[config.mk]
export PLATFORM = sky130hd
export DESIGN_NAME = pack_fifo
export DESIGN_NICKNAME = d
export VERILOG_FILES = /design/src/rtl/pack_fifo.sv
export SDC_FILE = /design/constraint.sdc
export NUM_CORES = 1
export LEC_CHECK = 0
export BUFFER_PORTS_ARGS = -buffer_cell sky130_fd_sc_hd__clkbuf_2
export CORE_MARGIN = 1.5
export CORE_UTILIZATION = 64
export CTS_CLUSTER_SIZE = 30
export DETAILED_ROUTE_END_ITERATION = 10
export GPL_TIMING_DRIVEN = 0
export PLACE_DENSITY_LB_ADDON = 0.1
export SLEW_MARGIN = 20
export SYNTH_ARGS = -nofsm -noshare
export SYNTH_HDL_FRONTEND = slang
export SYNTH_SLANG_ARGS = --single-unit
[constraint.sdc]
create_clock -name clk -period 5.81 [get_ports clk]
set_input_delay 0.2905 -clock clk [delete_from_list [all_inputs] [get_ports clk]]
set_output_delay 0.2905 -clock clk [all_outputs]
set_load 0.01 [all_outputs]
[src/rtl/pack_fifo.sv]
// pack_fifo: width-packing FIFO.
// RATIO input beats of IN_W bits are packed LSB-first into one OUT_W word.
// Packed words are stored in a DEPTH-entry circular buffer and read out one per request.
// Optional build macro PACK_FIFO_FLUSH_EN adds a flush input that commits a partial word.
module pack_fifo #(
    parameter  int IN_W  = 4,
    parameter  int RATIO = 2,
    parameter  int DEPTH = 8,
    localparam int OUT_W = IN_W * RATIO,
    localparam int AW    = $clog2(DEPTH),
    localparam int BW    = (RATIO <= 2) ? 1 : $clog2(RATIO)
) (
    input  logic             clk,
    input  logic             rst,
`ifdef PACK_FIFO_FLUSH_EN
    input  logic             flush,
`endif
    input  logic [IN_W-1:0]  Data_In,
    input  logic             input_enable,
    output logic             input_valid,
    input  logic             output_enable,
    output logic [OUT_W-1:0] Data_Out,
    output logic             output_valid,
    output logic [AW:0]      count,
    output logic [BW-1:0]    beat_idx,
    output logic             full,
    output logic             empty
);

    localparam logic [AW:0]   FULL_CNT  = (AW+1)'(DEPTH);
    localparam logic [BW-1:0] LAST_BEAT = BW'(RATIO - 1);

    logic [OUT_W-1:0] ram_q [DEPTH];

    logic [AW-1:0]    wr_ptr_q, wr_ptr_d;
    logic [AW-1:0]    rd_ptr_q, rd_ptr_d;
    logic [AW:0]      count_q, count_d;
    logic [BW-1:0]    beat_q, beat_d;
    logic [OUT_W-1:0] pack_q, pack_d;
    logic [OUT_W-1:0] dout_q, dout_d;
    logic             ovalid_q, ovalid_d;

    logic             flush_req;
    logic             beat_acc;
    logic             beat_commit;
    logic             flush_commit;
    logic             commit;
    logic             rd_acc;
    logic [OUT_W-1:0] pack_ins;
    logic [OUT_W-1:0] commit_word;

`ifdef PACK_FIFO_FLUSH_EN
    assign flush_req = flush;
`else
    assign flush_req = 1'b0;
`endif

    assign full         = (count_q == FULL_CNT);
    assign empty        = (count_q == '0);
    // Only the completing beat is held off when full; a flush blocks all beats that cycle.
    assign input_valid  = !(full && (beat_q == LAST_BEAT)) && !flush_req;
    assign beat_acc     = input_enable && input_valid;
    assign beat_commit  = beat_acc && (beat_q == LAST_BEAT);
    assign flush_commit = flush_req && (beat_q != '0) && !full;
    assign commit       = beat_commit || flush_commit;
    assign rd_acc       = output_enable && !empty;

    assign Data_Out     = dout_q;
    assign output_valid = ovalid_q;
    assign count        = count_q;
    assign beat_idx     = beat_q;

    // Next-state computation for packing, pointers, occupancy and read port.
    always_comb begin
        pack_ins = pack_q;
        pack_ins[int'(beat_q)*IN_W +: IN_W] = Data_In;
        commit_word = flush_commit ? pack_q : pack_ins;

        pack_d   = pack_q;
        beat_d   = beat_q;
        wr_ptr_d = wr_ptr_q;
        rd_ptr_d = rd_ptr_q;
        count_d  = count_q;
        dout_d   = dout_q;
        ovalid_d = 1'b0;

        if (beat_acc) begin
            if (beat_q == LAST_BEAT) begin
                pack_d = '0;
                beat_d = '0;
            end else begin
                pack_d = pack_ins;
                beat_d = beat_q + 1'b1;
            end
        end else if (flush_commit) begin
            pack_d = '0;
            beat_d = '0;
        end

        if (commit) begin
            wr_ptr_d = wr_ptr_q + 1'b1;
        end

        if (rd_acc) begin
            rd_ptr_d = rd_ptr_q + 1'b1;
            dout_d   = ram_q[rd_ptr_q];
            ovalid_d = 1'b1;
        end

        if (commit && !rd_acc) begin
            count_d = count_q + 1'b1;
        end else if (rd_acc && !commit) begin
            count_d = count_q - 1'b1;
        end
    end

    // Control and output registers, cleared immediately by reset.
    always_ff @(posedge clk or posedge rst) begin
        if (rst) begin
            wr_ptr_q <= '0;
            rd_ptr_q <= '0;
            count_q  <= '0;
            beat_q   <= '0;
            pack_q   <= '0;
            dout_q   <= '0;
            ovalid_q <= 1'b0;
        end else begin
            wr_ptr_q <= wr_ptr_d;
            rd_ptr_q <= rd_ptr_d;
            count_q  <= count_d;
            beat_q   <= beat_d;
            pack_q   <= pack_d;
            dout_q   <= dout_d;
            ovalid_q <= ovalid_d;
        end
    end

    // Word storage; contents survive reset and are only meaningful below count.
    always_ff @(posedge clk) begin
        if (commit) begin
            ram_q[wr_ptr_q] <= commit_word;
        end
    end

endmodule

==> results of run 1 <==
==> cell type report <==
type	count	area [sq um]
well taps	72	90.1
multi-input cells	135	1120
flip-flops and latches	92	2620
fillers	340	1380
repair buffers	25	125
inverters	5	23.8
clock buffers	11	131
plain buffers	10	61.3
clock inverters	5	52.6
==> per-layer routing <==
metal	up-vias	wire, um	GRT usage [%]
li1	995	-	-
met3	17	386	6.29
met1	1012	2670	29.6
met4	0	184	11.4
met2	70	3170	37.7
met5	-	0	0
==> state kept, by name (all words and copies together), names as in the netlist <==
signal        cells
output_valid      1
count             4
Data_Out          8
wr_ptr_q          3
beat_idx          1
pack_q            8
rd_ptr_q          3
ram_q            64
==> cells by family (layout without fill, tap and decap cells) <==
logic type	count (synthesis)	after routing	synth area share, %
compound gates	36	36	6.98
xor+xnor	6	6	1.38
fa+ha+maj	6	6	2.17
buf+inv	15	56	2.24
flops	92	92	69.0
mux	42	42	12.0
simple gates	45	45	6.16
==> report_power, final <==
part	switching (W)	leakage [nW]	internal, W
clock	0.000208	0.0846	0.000196
sequential	0.0000938	0.932	0.000861
combinational	0.000390	0.601	0.000326
==> path summary, 6_finish.rpt <==
path                                to  slack, ns  depth (start not counted)
hold reg to reg            Data_Out[5]       0.48                          2
min in group clk             pack_q[0]       0.19                          2
hold / removal               pack_q[1]      -0.01                          2
setup / recovery              count[3]       2.52                          9
max in group asynchronous  rd_ptr_q[0]       5.42                          2
setup reg to reg              count[3]       2.52                          9
==> per-stage QoR <==
stage	total power, W	std cells	cell area [sq um]
finish	0.00207	355	4220
global route	0.00220	355	4220
CTS	0.00208	355	4210
detailed placement	0.00168	339	4030
global placement	0.00165	338	4010
floorplan	0.00147	242	3800
==> cell usage in the layout (no fill, tap or decap), types with 2 or more instances in the layout <==
master      netlist  routed
o22ai_1           8       8
nor4_1            3       2
ha_1              5       5
clkbuf_2          0      24
buf_1             3       3
edfxtp_1         64      64
inv_2             1       2
and2_2            4       4
o21ai_0           8       8
buf_4             2       2
buf_2             1       2
dfrtp_1          28      28
nor2_1            7       7
buf_6             2       2
inv_1             3       2
clkbuf_1          2       4
nor3_2            0       4
clkbuf_8          0       9
mux2i_1          16      16
nor2b_1           2       2
a22o_1            4       4
nand2b_1          3       3
a221o_1           9       9
xnor2_1           6       6
mux2_2           25      25
nand2_1          19      19
clkinv_1          0       2
clkinvlp_4        0       2
==> results.cfg, run 1 <==
[detailed_routing]
firstDrtPassIters = 4
ant_nets = 0
drc_errors = 0
routed_wl_um = 6410
routedWlPerCell_um = 18.1
num_vias = 2094
via_per_inst = 5.90
drt_iter0_markers = 175

[timing]
setup_slack_ns = 2.52
skew_ns = 0.00724
setup_tns_ns = 0
max_freq_ghz = 0.304
setup_viol = 0
relSlewSlack_pct = 45.7
hold_viol = 28
period_needed_ns = 3.29
final.period_utilization_pct = 56.6
worstMarginPinSlew_ns = 0.810
rsz0062_at_grt = false
finalMaxSlewViolations = 0
hold_slack_ns = -0.0126

[setup_path]
cp_max_fo = 10
crit_top_cell = ha_1
crit_path_start = count[0]
cp.required_ns = 6.05
r2r-start = count[0]
path_class = reg2reg
crit_slowest_cell = clkbuf_1
end_kind = flip-flop
path_cells = o41ai_1, clkbuf_1, ha_1, inv_1, ha_1, a21o_2, a2111oi_0, a31oi_1, a221o_1
cp_num_buf_inv = 2
slowest_delay_ns = 0.50
start_kind = flip-flop
cp.arrival_ns = 3.53
cp_top_family = compound AO/OA/AOI/OAI gates

[clocking]
hold_buffers = 0
postCtsSetupRepairBufs = 0
h-tree-depth = 3
cts_buffers = 9
insertion_delay_ns = 0.36
cts_resized = 0
cts.sinks = 92
max-clock-path-buffers = 2
clk_pin_slew_worst_paths_ns = 0.08
cts-root-buf = clkbuf_8
cts_tree = yes

[pwr]
p_leak_nw = 1.62
p_per_area_nw_per_um2 = 491
ir_worst_vdd_mv = 0.335

[placement]
port_buffers = 24
dp_hpwl_um = 4410
gp_congestion = 0.796
detailedPlace.worstSlack_ns = 2.56

[floorplan]
row_count = 27
top_level_ports = 25
coreArea_sq_um = 5610
dieArea_sq_um = 6410
start_util_pct = 67.7
die_w_um = 80.0
die_y_um = 80.0

[logic_synthesis]
synth_seq_cells = 92
yosysTopAreaCellShare_pct = 50.6
syn_avg_cell_area_sq_um = 15.7
ys_seq_area_share_pct = 69.0
synth_common_cells = 64 x edfxtp_1, 28 x dfrtp_1, 25 x mux2_2
ys_warn_count = 0
synth-async-reset-ratio_pct = 30.4
synth-edff-count = 64
synth.most_common_cell = edfxtp_1
ys_types = 36
synthTopCellsByArea = edfxtp_1 51%, dfrtp_1 18%, mux2_2 7.4%, mux2i_1 4.2%, a221o_1 2.4%
netlist_area_sq_um = 3800
ys.flop_type = edfxtp_1
yosys.area.top_type = edfxtp_1
syn-num-nets = 256
synthCells = 242

[finish]
nNetsFinal = 292
post_route_cells_drive_above_1_share_pct = 29.3
final_util_pct = 75.3
antennaDiodeCount = 0
area_growth_pct = 11.2

[grt]
grt_overflow_total = 0
grt_start_max_net_pins = 29
antenna_found_initial = 0
grt_pass1_wl_um = 10400
grt_pass1_vias = 2083
groute.usage.overall_pct = 23.5

[min_path]
hp-class = in2async

[status]
outcome = finished, violations left
violations = hold timing

[job]
cap_violations = 0
(Power assumes the default switching activity.)
==> inputs of run 2 (changes only) <==
--- a/config.mk
+++ b/config.mk
@@ -7,7 +7,7 @@
 export LEC_CHECK = 0
 export BUFFER_PORTS_ARGS = -buffer_cell sky130_fd_sc_hd__clkbuf_2
 export CORE_MARGIN = 1.5
-export CORE_UTILIZATION = 64
+export CORE_UTILIZATION = 59
 export CTS_CLUSTER_SIZE = 30
 export DETAILED_ROUTE_END_ITERATION = 10
 export GPL_TIMING_DRIVEN = 0
==> constraint.sdc (replaced) <==
create_clock -name clk -period 3.2 [get_ports clk]
set_input_delay 0.16 -clock clk [delete_from_list [all_inputs] [get_ports clk]]
set_output_delay 0.16 -clock clk [all_outputs]
set_load 0.01 [all_outputs]
==> run 2 against run 1 <==
  * The flow now finishes without violations
  * Register-to-register slack lost 2.3 ns
  * Cell count grew 2.5%
  * Die area grew 8.2%
  * Clock power grew 91%
  * Sequential cell count is the same
  * Power grew 85%
  * Clock skew grew 0.0080 ns
  * Sequential power grew 82%
  * Sequential share of layout area shrank 0.88 points
  * Critical path type unchanged
  * Non-clock buffer count grew 4
  * Core utilization shrank 7.0 points
  * First-iteration DRC count shrank 51%
==> results.cfg, run 2 (synthesis results as in run 1) <==
[status]
outcome = completed

[timing]
period_needed_ns = 3.01
final.period_utilization_pct = 94.1
worstMarginPinSlew_ns = 0.786
hold_viol = 0
setup_slack_ns = 0.189
finalMaxSlewViolations = 0
setup_viol = 0
skew_ns = 0.0152
rsz0062_at_grt = false
max_freq_ghz = 0.332
setup_tns_ns = 0
relSlewSlack_pct = 47.3

[placement]
gp_congestion = 0.719
port_buffers = 24
dp_hpwl_um = 4570
placed_area_sq_um = 4040
detailedPlace.worstSlack_ns = 0.0463

[clocking]
cts-root-buf = clkbuf_8
h-tree-depth = 3
cts_buffers = 9
insertion_delay_ns = 0.34
cts.sinks = 92
clk_pin_slew_worst_paths_ns = 0.09
max-clock-path-buffers = 2
cts_tree = yes

[min_path]
min-delay-start = Data_In[2]
hp-class = in2reg

[setup_path]
cp_max_fo = 7
endpoint = count[3]
cp.required_ns = 3.43
crit_path_start = count[0]
start_kind = flip-flop
ff2ff_setup_slack_ns = 0.19
r2r_cells = 10
end_kind = flip-flop
r2r_end = count[3]
path_class = reg2reg
cp.arrival_ns = 3.24
r2r-start = count[0]

[finish]
antennaDiodeCount = 0
fillCellCount = 444
area_growth_pct = 12.8
regArea_sq_um = 2620
multiInputGateArea_sq_um = 1130
post_route_cells_drive_above_1_share_pct = 32.1
final_cell_area_sq_um = 4290
nNetsFinal = 296
regMostFlops = ram_q
final_cell_mix = 64 x edfxtp_1, 27 x dfrtp_1, 25 x mux2_2, 25 x clkbuf_2, 19 x nand2_1
layout_commonest_cell = edfxtp_1
largest_reg_flops = 64

[pwr]
p_per_area_nw_per_um2 = 896
p_total_w = 0.00384
ir_worst_vdd_mv = 0.592
p_leak_nw = 1.66

[detailed_routing]
ant_nets = 0
firstDrtPassIters = 4
drc_errors = 0
num_vias = 2106
routedWlPerCell_um = 18.0
routed_wl_um = 6560
drt_iter0_markers = 85
via_per_inst = 5.79

[floorplan]
die_y_um = 83.2
start_util_pct = 60.5
coreArea_sq_um = 6280
die_w_um = 83.2
dieArea_sq_um = 6930
row_count = 29
top_level_ports = 25

[grt]
grt_start_max_net_pins = 29
grt_pass1_wl_um = 11000
groute.usage.overall_pct = 20.8
grt_overflow_total = 0
grt_pass1_vias = 2218
antenna_found_initial = 0

[job]
cap_violations = 0
## run 2: stage by stage
stage	instances	utilization [%]	hold slack [ns]
finish	364	68.3	0.0668
floorplan	242	-	0.225
CTS	360	67.4	0.0494
global placement	343	64.0	0.420
detailed placement	344	64.3	0.428
global route	364	68.3	0.0750
## run 2: repair_timing
action	CTS	global route
setup buffers	0	3
gates resized for setup	0	5
hold buffers	0	1
endpoints found under the setup margin	0	1
hold endpoints to repair	0	28
## run 2: power breakdown
group          internal (W)  switching (W)  total (W)
clock network      0.000392       0.000379   0.000771
logic              0.000611       0.000714    0.00133
registers           0.00156       0.000179    0.00174
## run 2: worst min-delay path by stage
stage | end | slack, ns | cells after the start
floorplan | Data_Out[0] | 0.23 | 1
global placement | pack_q[2] | 0.42 | 2
detailed placement | pack_q[3] | 0.43 | 2
CTS | pack_q[2] | 0.05 | 2
global route | pack_q[3] | 0.07 | 2
finish | pack_q[2] | 0.07 | 2
## run 2: layer usage
metal  share of wire, %  GRT usage (%)
met3                2.1           4.08
met2                 52           34.7
met5                  0              0
met1                 43           25.9
met4                3.3           10.6
## run 2: area by class of cell
| cell class | instances | share of cell area (%) |
|---|---|---|
| multi-input combinational | 135 | 26.3 |
| buffer | 10 | 1.46 |
| timing repair buffer | 29 | 3.68 |
| inverter | 5 | 0.555 |
| clock inverter | 4 | 1.11 |
| clock buffer | 12 | 3.47 |
| tap | 77 | 2.25 |
| sequential | 92 | 61.2 |
## run 2: critical path, stage by stage (launching register included)
cell	delay, ns
dfrtp_2	0.47
or4b_4	0.57
nand3_4	0.15
inv_6	0.06
ha_1	0.21
inv_1	0.16
ha_1	0.26
a21o_2	0.23
a2111oi_1	0.38
a31oi_1	0.07
a221o_1	0.33
==> inputs of run 3 (changes only) <==
--- a/config.mk
+++ b/config.mk
@@ -7,7 +7,7 @@
 export LEC_CHECK = 0
 export BUFFER_PORTS_ARGS = -buffer_cell sky130_fd_sc_hd__clkbuf_2
 export CORE_MARGIN = 1.5
-export CORE_UTILIZATION = 59
+export CORE_UTILIZATION = 54
 export CTS_CLUSTER_SIZE = 30
 export DETAILED_ROUTE_END_ITERATION = 10
 export GPL_TIMING_DRIVEN = 0
==> constraint.sdc (replaced) <==
create_clock -name clk -period 2.5 [get_ports clk]
set_input_delay 0.125 -clock clk [delete_from_list [all_inputs] [get_ports clk]]
set_output_delay 0.125 -clock clk [all_outputs]
set_load 0.01 [all_outputs]
==> run 3 against run 2 <==
  * The flow now finishes with violations (setup timing)
  * Hold slack worse by 0.039 ns
  * Critical path type unchanged
  * Power is 41% higher
  * Core utilization is 1.5 points lower
==> results.cfg, run 3 (synthesis results as in run 1) <==
[finish]
post_route_cells_drive_above_1_share_pct = 38.4
regMostFlops = ram_q
largest_reg_flops = 64
nNetsFinal = 311
fillCellCount = 478
area_growth_pct = 19.4
antennaDiodeCount = 0
layout_commonest_cell = edfxtp_1
final_cell_mix = 64 x edfxtp_1, 25 x mux2_2, 24 x dfrtp_1, 24 x clkbuf_2, 20 x buf_4
final_util_pct = 66.8

[grt]
grt_start_max_net_pins = 29
grt_pass1_vias = 2074
grt_pass1_wl_um = 11400
grt_overflow_total = 0
groute.usage.overall_pct = 21.0
antenna_found_initial = 0

[timing]
worstMarginPinSlew_ns = 0.805
setup_slack_ns = -0.111
hold_viol = 0
period_needed_ns = 2.61
finalMaxSlewViolations = 0
final.period_utilization_pct = 104
setup_tns_ns = -0.111
relSlewSlack_pct = 46.1
max_freq_ghz = 0.383
rsz0062_at_grt = true
setup_viol = 1
skew_ns = 0.0115

[setup_path]
cp.required_ns = 2.75
path_class = reg2reg
end_kind = flip-flop
cp_max_fo = 5
cp.arrival_ns = 2.86
start_kind = flip-flop

[detailed_routing]
drc_errors = 0
routed_wl_um = 7290
ant_nets = 0
num_vias = 2161
firstDrtPassIters = 4
drt_iter0_markers = 116
via_per_inst = 5.43
routedWlPerCell_um = 18.3

[floorplan]
row_count = 30
die_w_um = 86.9
start_util_pct = 55.9
dieArea_sq_um = 7550
coreArea_sq_um = 6790
top_level_ports = 25
die_y_um = 86.9

[placement]
detailedPlace.worstSlack_ns = -0.361
dp_hpwl_um = 4580
port_buffers = 24
gp_congestion = 0.748

[job]
cap_violations = 0

[clocking]
cts_tree = yes
h-tree-depth = 3
max-clock-path-buffers = 2
cts_buffers = 9
cts.sinks = 92
insertion_delay_ns = 0.36
cts-root-buf = clkbuf_8
clk_pin_slew_worst_paths_ns = 0.09

[pwr]
ir_worst_vdd_mv = 0.558
p_leak_nw = 1.75
p_per_area_nw_per_um2 = 1190

[status]
outcome = finished, violations left
violations = setup timing

[min_path]
hp-class = in2reg
run 3: changes by cell type in the layout (fill, tap and decap cells not counted), moves of 2 or more:
cell	before	now
dfrtp_2	1	4
ha_1	5	2
bufinv_16	1	3
buf_4	5	20
clkinvlp_4	0	2
ha_4	0	2
dfrtp_1	27	24
run 3: worst max-delay path: stages (launching register included):
cell	delay, ns
dfrtp_2	0.44
or4b_4	0.57
nand3_4	0.13
inv_6	0.06
ha_4	0.16
inv_4	0.07
ha_4	0.19
a21o_4	0.22
a2111oi_4	0.27
a31oi_1	0.07
a221o_1	0.31
run 3: area by class of cell:
type	count	area [sq um]	area share [%]
Sequential cell	92	2630	57.9
Multi-Input combinational cell	135	1190	26.2
Timing Repair Buffer	44	270	5.96
Clock buffer	9	124	2.73
Tap cell	96	120	2.65
Clock inverter	7	115	2.54
Buffer	10	65.1	1.43
Inverter	5	26.3	0.579
run 3: layer usage:
metal	vias to the layer above	part of all wire, %	GRT usage (%)
met5	-	0	0
met4	0	1.2	7.62
met3	7	3.0	4.55
met2	40	50	32.7
met1	1085	46	29.3
li1	1029	-	-
run 3: repair_timing:
item / in CTS / in global routing
setup buffers: 14 / 4
pin swaps: 4 / 2
hold endpoints to repair: 0 / 28
resized for setup: 5 / 3
hold buffers: 0 / 1
setup endpoints to repair: 1 / 1
gates cloned: 0 / 0
run 3: path summary, 6_finish.rpt:
| path | end | slack, ns | from | cells after the start |
|---|---|---|---|---|
| worst min register to register | Data_Out[6] | 0.48 | Data_Out[6] | 2 |
| worst max register to register | count[3] | -0.11 | count[0] | 10 |
| worst max-delay path | count[3] | -0.11 | count[0] | 10 |
| min in group asynchronous | count[0] | 0.37 | rst | 3 |
| max in group asynchronous | count[3] | 1.69 | rst | 3 |
| worst min-delay path | pack_q[3] | 0.03 | Data_In[3] | 2 |
run 3: power breakdown:
| group | total [W] | switching, W | internal (W) | leakage, nW |
|---|---|---|---|---|
| clock network | 0.00118 | 0.000519 | 0.000660 | 0.115 |
| logic | 0.00202 | 0.00105 | 0.000969 | 0.705 |
| registers | 0.00221 | 0.000199 | 0.00201 | 0.928 |
run 3: stage by stage:
stage / std cells / hold WS [ns] / instance area, sq um / total power, W
detailed placement: 363 / 0.391 / 4090 / 0.00396
CTS: 393 / 0.0195 / 4470 / 0.00534
finish: 398 / 0.0277 / 4540 / 0.00541
global placement: 362 / 0.381 / 4070 / 0.00390
global route: 398 / 0.0345 / 4540 / 0.00571
floorplan: 242 / 0.190 / 3820 / 0.00345
